### config.mk
export PLATFORM = sky130hd
export DESIGN_NAME = multiword_add_seq
export DESIGN_NICKNAME = d
export VERILOG_FILES = /design/src/rtl/multiword_add_seq.sv
export SDC_FILE = /design/constraint.sdc
export NUM_CORES = 1
export LEC_CHECK = 0
export CORE_ASPECT_RATIO = 1.5
export CORE_MARGIN = 4
export CORE_UTILIZATION = 45
export CTS_CLUSTER_DIAMETER = 80
export DETAILED_ROUTE_END_ITERATION = 8
export PLACE_DENSITY_LB_ADDON = 0.08
export SLEW_MARGIN = 20
export SYNTH_ARGS = -nofsm -noshare
export SYNTH_HDL_FRONTEND = slang
export SYNTH_SLANG_ARGS = --single-unit
### constraint.sdc
create_clock -name clk -period 2.1 [get_ports clk]
set_input_delay 0.21 -clock clk [delete_from_list [all_inputs] [get_ports clk]]
set_output_delay 0.21 -clock clk [all_outputs]
set_load 0.05 [all_outputs]
### src/rtl/multiword_add_seq.sv
// Multi-word adder sequencer: streams NIBBLES 4-bit slices through an external 4-bit adder, LSB
// first, chaining the carry in a register. Define ADDSEQ_SUB_EN to enable subtract mode via `sub`.
module multiword_add_seq #(
  parameter int unsigned NIBBLES = 4
) (
  input  logic                   clk,
  input  logic                   rst_n,
  input  logic                   start,
  input  logic [4*NIBBLES-1:0]   op_a,
  input  logic [4*NIBBLES-1:0]   op_b,
  input  logic                   cin,
  input  logic                   sub,
  output logic [3:0]             add_a,
  output logic [3:0]             add_b,
  output logic                   add_cin,
  input  logic [3:0]             add_sum,
  input  logic                   add_cout,
  output logic                   busy,
  output logic                   done,
  output logic [4*NIBBLES-1:0]   result,
  output logic                   cout,
  output logic                   ovf
);

  localparam int unsigned W    = 4 * NIBBLES;
  localparam int unsigned IdxW = $clog2(NIBBLES);
  localparam logic [IdxW-1:0] IdxLast = IdxW'(NIBBLES - 1);

  typedef enum logic [1:0] {StIdle, StRun, StDone} state_e;

  state_e            state_q, state_d;
  logic [IdxW-1:0]   idx_q, idx_d;
  logic              carry_q, carry_d;
  logic [W-1:0]      a_q, a_d;
  logic [W-1:0]      b_q, b_d;
  logic [W-1:0]      result_q, result_d;
  logic              cout_q, cout_d;
  logic              ovf_q, ovf_d;

  logic [W-1:0]      op_b_eff;
  logic              cin_eff;

`ifdef ADDSEQ_SUB_EN
  // Two's-complement subtract: A + ~B + 1, so cout=1 means no borrow.
  assign op_b_eff = sub ? ~op_b : op_b;
  assign cin_eff  = sub ? 1'b1  : cin;
`else
  logic unused_sub;
  assign unused_sub = sub;
  assign op_b_eff   = op_b;
  assign cin_eff    = cin;
`endif

  always_comb begin
    state_d  = state_q;
    idx_d    = idx_q;
    carry_d  = carry_q;
    a_d      = a_q;
    b_d      = b_q;
    result_d = result_q;
    cout_d   = cout_q;
    ovf_d    = ovf_q;
    add_a    = 4'h0;
    add_b    = 4'h0;
    add_cin  = 1'b0;
    busy     = 1'b0;
    done     = 1'b0;

    unique case (state_q)
      StIdle: begin
        if (start) begin
          a_d      = op_a;
          b_d      = op_b_eff;
          carry_d  = cin_eff;
          idx_d    = '0;
          result_d = '0;
          state_d  = StRun;
        end
      end
      StRun: begin
        busy    = 1'b1;
        add_a   = a_q[{idx_q, 2'b00} +: 4];
        add_b   = b_q[{idx_q, 2'b00} +: 4];
        add_cin = carry_q;
        result_d[{idx_q, 2'b00} +: 4] = add_sum;
        carry_d = add_cout;
        if (idx_q == IdxLast) begin
          cout_d  = add_cout;
          // The result MSB is the top bit of the slice being written this cycle.
          ovf_d   = (a_q[W-1] == b_q[W-1]) && (add_sum[3] != a_q[W-1]);
          state_d = StDone;
        end else begin
          idx_d = idx_q + 1'b1;
        end
      end
      StDone: begin
        busy    = 1'b1;
        done    = 1'b1;
        state_d = StIdle;
      end
      default: state_d = StIdle;
    endcase
  end

  always_ff @(posedge clk or negedge rst_n) begin
    if (!rst_n) begin
      state_q  <= StIdle;
      idx_q    <= '0;
      carry_q  <= 1'b0;
      a_q      <= '0;
      b_q      <= '0;
      result_q <= '0;
      cout_q   <= 1'b0;
      ovf_q    <= 1'b0;
    end else begin
      state_q  <= state_d;
      idx_q    <= idx_d;
      carry_q  <= carry_d;
      a_q      <= a_d;
      b_q      <= b_d;
      result_q <= result_d;
      cout_q   <= cout_d;
      ovf_q    <= ovf_d;
    end
  end

  assign result = result_q;
  assign cout   = cout_q;
  assign ovf    = ovf_q;

endmodule

[Yosys cells after proc, flatten, opt, wreduce, memory -nomap -nowiden]
Index checks and enable logic that the tools add are counted.
Word-level totals
  register bits after elaboration: 55
  output and inout bits: 29
  logic and storage cells: 47
Operators by class
  $add $sub $neg: 2
  eq/ne operators: 8
  shift-type cells: 4
  multiplexer cells: 16
  reductions and logical operators: 9
Operator list (number)
  $pmux 16 s2: 1
  $shiftx 16x5->4: 2
  $bwmux 16: 1
  $mux 16: 1
  $shift 4x6->16 const A: 1
  $shiftx 4x6->16: 1
  $mux 2: 4
  $mux 4: 2
  $pmux 2 s2: 2
  $reduce_and 2->1: 4
  $ne 2x2->1 const B: 3
  $neg 4->6: 1
  $eq 2x2->1 const B: 2
  $mux 1: 4
  $reduce_and 3->1: 1
  $add 2x1->2 const B: 1
  $eq 2x1->1 const B: 1
  $logic_not 2->1: 1
  $pmux 1 s2: 1
  $reduce_bool 2->1: 1
  $reduce_or 2->1: 1
  $eq 1x1->1: 1
  $logic_and 1x1->1: 1
  $ne 1x1->1: 1

[Depth between registers and ports, before layout]
  depth in word-level cells: 4
  depth in mapped cells: 6

[Worst setup path after synthesis]
No wires, ideal clock.
  path type: register to register
  start point: register idx_q[0]
  end point: register result_q[4], in the netlist result[4]
  arrival: 1645 ps
  required time: 1975 ps
  setup slack: 330 ps
  stages on the path, launching flop included: 7
  buffers on the path: 1
  period minus slack after synthesis: 1770 ps
  cells stage by stage: dfrtp_1 -> buf_6 -> inv_1 -> ha_1 -> and2_1 -> and3_1 -> mux2_4
On the way
  longest elaborated chain between the ends: 4
  elaborated cells between the ends (all ways): 5
  those cells by class: add/sub (1); shift (2); mux (2)
RTL lines
  start: declaration: RTL line 32  | logic [IdxW-1:0] idx_q, idx_d;
  start signal: assignment: RTL line 117  | idx_q <= idx_d;
  $neg 4->6 (*): RTL line 85  | result_d[{idx_q, 2'b00} +: 4] = add_sum;
  $shiftx 4x6->16 / $shift 4x6->16 (equally long branches): RTL line 85
  $bwmux 16 (*): RTL line 85
  $pmux 16 s2 (*): RTL line 69  | unique case (state_q)
  end signal: assignment: RTL line 121  | result_q <= result_d;
  end: declaration: RTL line 36  | logic [W-1:0] result_q, result_d;
Every way passes the cells marked *; elsewhere a longest branch is shown, timed or not.
A chain may end at the register's enable or synchronous reset.

[Worst setup path after layout]
  start point: register idx_q[0]
  end point: output port add_a[3]
On the way
  longest elaborated chain between the ends: 2
RTL lines
  $shiftx 16x5->4: RTL line 82  | add_a = a_q[{idx_q, 2'b00} +: 4];
  $mux 4: RTL line 69
  end: declaration: RTL line 13  | output logic [3:0] add_a,
Every way passes these cells.

==> flow_summary.json <==
{
  "run_status": "finished, final reports clean",
  "actual_slew_at_the_worst_max_slew_pin_ps": 545,
  "first_global_vias": 2011,
  "detail_route.iter0.violations": 61,
  "timing.critical_path.slowest_cell_delay_ps": 550,
  "worst_path_most_repeated_cell": "sky130_fd_sc_hd__buf_4",
  "number_of_cells_produced_by_synthesis": 199,
  "max-clock-path-buffers": 2,
  "drt-total-wl_mm": 5.53,
  "multiInputGateArea_um2": 1280,
  "cp-start-kind": "flip-flop",
  "rsz0062_at_grt": "no",
  "synth-edff-count": 0,
  "final_max_slew_viol_count": 0,
  "pwr_density_cell_nw_per_um2": 1450,
  "synthesis.area_um2": 2740,
  "fmax_ghz": 0.500,
  "maximum_number_of_pins_on_one_net_before_global_route_repair": 39,
  "clkSinkCount": 55,
  "clock_tree.root_cell": "sky130_fd_sc_hd__clkbuf_8",
  "grt_use_total_pct": 15.7,
  "postCtsSetupBuffers": 0,
  "top_level_ports": 71,
  "reg2regPathDepth": 6,
  "rr_endpoint": "result[14]",
  "vdd_drop_max_v": 0.000683,
  "detailed_place_hpwl_mm": 4.29,
  "cts_max_level": 2,
  "gpl.final_weighted_congestion": 0.769,
  "total_iterations_of_the_first_detailed_routing_run": 4,
  "min_period_over_period_pct": 95.2,
  "timing.slew.headroom_pct": 63.6,
  "routed-via-count": 1828,
  "path_clk_slew_ps": 90,
  "cp_data_required_time_ps": 1890,
  "timing.critical_path.slowest_stage_cell": "sky130_fd_sc_hd__mux4_1",
  "drt_drc_violations_left": 0,
  "cp_cell_sequence": "buf_4, mux4_1, and2_1, buf_4",
  "ys_seq_elements": 55,
  "clock_latency_ps": 300,
  "layout.nets": 328,
  "finalClockSkew_ps": 5.06,
  "mappedNetlistNets": 251,
  "cts_buffers": 5,
  "drive_above_1_share_pct": 28.5,
  "report.final.setup_viol": 0,
  "synth.avg_cell_area_um2": 13.8,
  "yosys_warnings": 0,
  "tritoncts": "built",
  "grt_overflow": 0,
  "critical_path.reg2reg.startpoint": "state_q[1]",
  "final-seq-area_um2": 1380,
  "design.core.area_um2": 5870,
  "initial_core_util_pct": 46.7,
  "min_path_type": "input port to async pin",
  "synth_sequential_area_ratio_pct": 50.2,
  "largest_fanout_on_the_critical_path": 7,
  "layout.filler_cells": 483,
  "layout.core_utilization_pct": 62.6,
  "port_buffers": 69,
  "std_cell_rows": 34,
  "postSynth.asyncResetShare_pct": 100,
  "grt_antenna_before_repair": 0,
  "grt_first_pass_wirelength_mm": 9.31,
  "die_w_um": 71.8,
  "worst-setup-path-type": "flip-flop to output pin",
  "wl_per_cell_um": 15.8,
  "detail-route-antenna-nets": 0,
  "final_hold_violating_endpoints": 0,
  "vias_per_cell": 5.24,
  "diodes": 0,
  "setup_tns_ps": 0,
  "area_grow_syn2layout_pct": 33.8,
  "yosysUniqueCellTypes": 32,
  "flop_to_flop_setup_slack_ps": 360,
  "yosys_most_used_dff": "sky130_fd_sc_hd__dfrtp_1",
  "worstSetupEndpointType": "output pin",
  "power.static_leakage_nw": 1.64,
  "die_area_um2": 7440,
  "layout_min_cycle_time_ps": 2000,
  "crit_path_dat_ps": 1790,
  "maxCapViolations": 0,
  "die_y_um": 104
}
[report_power, final]
part | switching, mW | internal (mW)
sequential | 0.207 | 1.48
clock | 0.334 | 0.386
combinational | 1.58 | 1.35
total | 2.13 | 3.22
[per-stage QoR]
stage | std cells | hold slack (ps) | total power, mW | setup slack (ps) | instance area [µm²]
after floorplan | 199 | -85.6 | 3.85 | 330 | 2740
after global placement | 340 | 173 | 4.64 | 391 | 3540
after detailed placement | 340 | 170 | 4.69 | 353 | 3540
after CTS | 349 | 375 | 5.41 | 57.4 | 3670
after global routing | 349 | 402 | 5.68 | 18.6 | 3670
final | 349 | 371 | 5.34 | 100 | 3670
[placed cells by master (no fill, tap or decap), drive strengths merged, types with 2 or more instances in the layout]
| cell type | instances |
|---|---|
| clkdlybuf4s50 | 57 |
| dfrtp | 55 |
| mux2 | 45 |
| buf | 18 |
| inv | 11 |
| and2 | 11 |
| nand2 | 11 |
| ha | 10 |
| mux4 | 8 |
| mux2i | 6 |
| clkbuf | 6 |
| o21ai | 4 |
| and4b | 4 |
| and3 | 4 |
| o21a | 4 |
| a21oi | 3 |
| nor3 | 3 |
| nor2b | 2 |
| nand2b | 2 |
| a32o | 2 |
[flip-flops by register name (all words and copies together), names as in the netlist]
register  cells
carry_q       1
cout          1
a_q          16
ovf           1
b_q          16
result       16
state_q       2
idx_q         2
[what timing repair did]
item / 4_1_cts / 5_1_grt
endpoints found under the hold margin: 17 / 0
gates resized for setup: 0 / 1
hold buffers: 1 / 0
setup endpoints to repair: 0 / 1
[synth_stat cells (all sizes together) (3+ instances only)]
cell type,count,area [µm²]
and2,11,68.8
a21oi,3,15.0
nand2,11,41.3
buf,6,38.8
ha,10,125
o21ai,4,20.0
inv,11,41.3
mux2i,6,60.1
dfrtp,55,1380
o21a,4,45.0
and3,4,25.0
and4b,4,40.0
nor3,3,15.0
mux4,8,188
mux2,45,541
[logic make-up (layout without fill, tap and decap cells)]
kind of cell             after synthesis  after routing  synth area share (%)
multiplexers                          59             59                  28.7
AO/OA/AOI/OAI                         16             16                  4.38
flip-flops                            55             55                  50.2
AND/OR/NAND/NOR                       41             41                  9.12
buffers and inverters                 18             96                  3.06
adder cells (fa/ha/maj)               10             10                  4.56
[worst max-delay path: cells and delay by family, from the launching register on]
kind / cells / cell delay (ps)
flops: 1 / 380
buf+inv: 2 / 380
mux: 1 / 550
simple gates: 1 / 180
[worst max path at each step]
stage,startpoint,endpoint,slack [ps]
finish,idx_q[0],add_a[3],100
global route,idx_q[0],add_a[3],20
CTS,state_q[0],done,60
detailed placement,state_q[1],result[14],350
global placement,state_q[1],result[15],390
floorplan,idx_q[0],result[4],330
[layer usage]
layer | global-route usage, % | wire, µm | vias up
met5 | 0 | 0 | -
met4 | 4.84 | 90 | 0
met3 | 3.00 | 212 | 8
met2 | 29.2 | 3090 | 42
met1 | 17.5 | 2130 | 916
li1 | - | - | 862
[area by class of cell]
| class | instances | share of cell area [%] |
|---|---|---|
| sequential | 55 | 37.5 |
| multi-input combinational | 126 | 35.0 |
| inverter | 11 | 1.12 |
| tap | 72 | 2.45 |
| clock inverter | 2 | 0.954 |
| clock buffer | 6 | 2.25 |
| timing repair buffer | 77 | 20.8 |
Power figures use the tool's default switching activity.
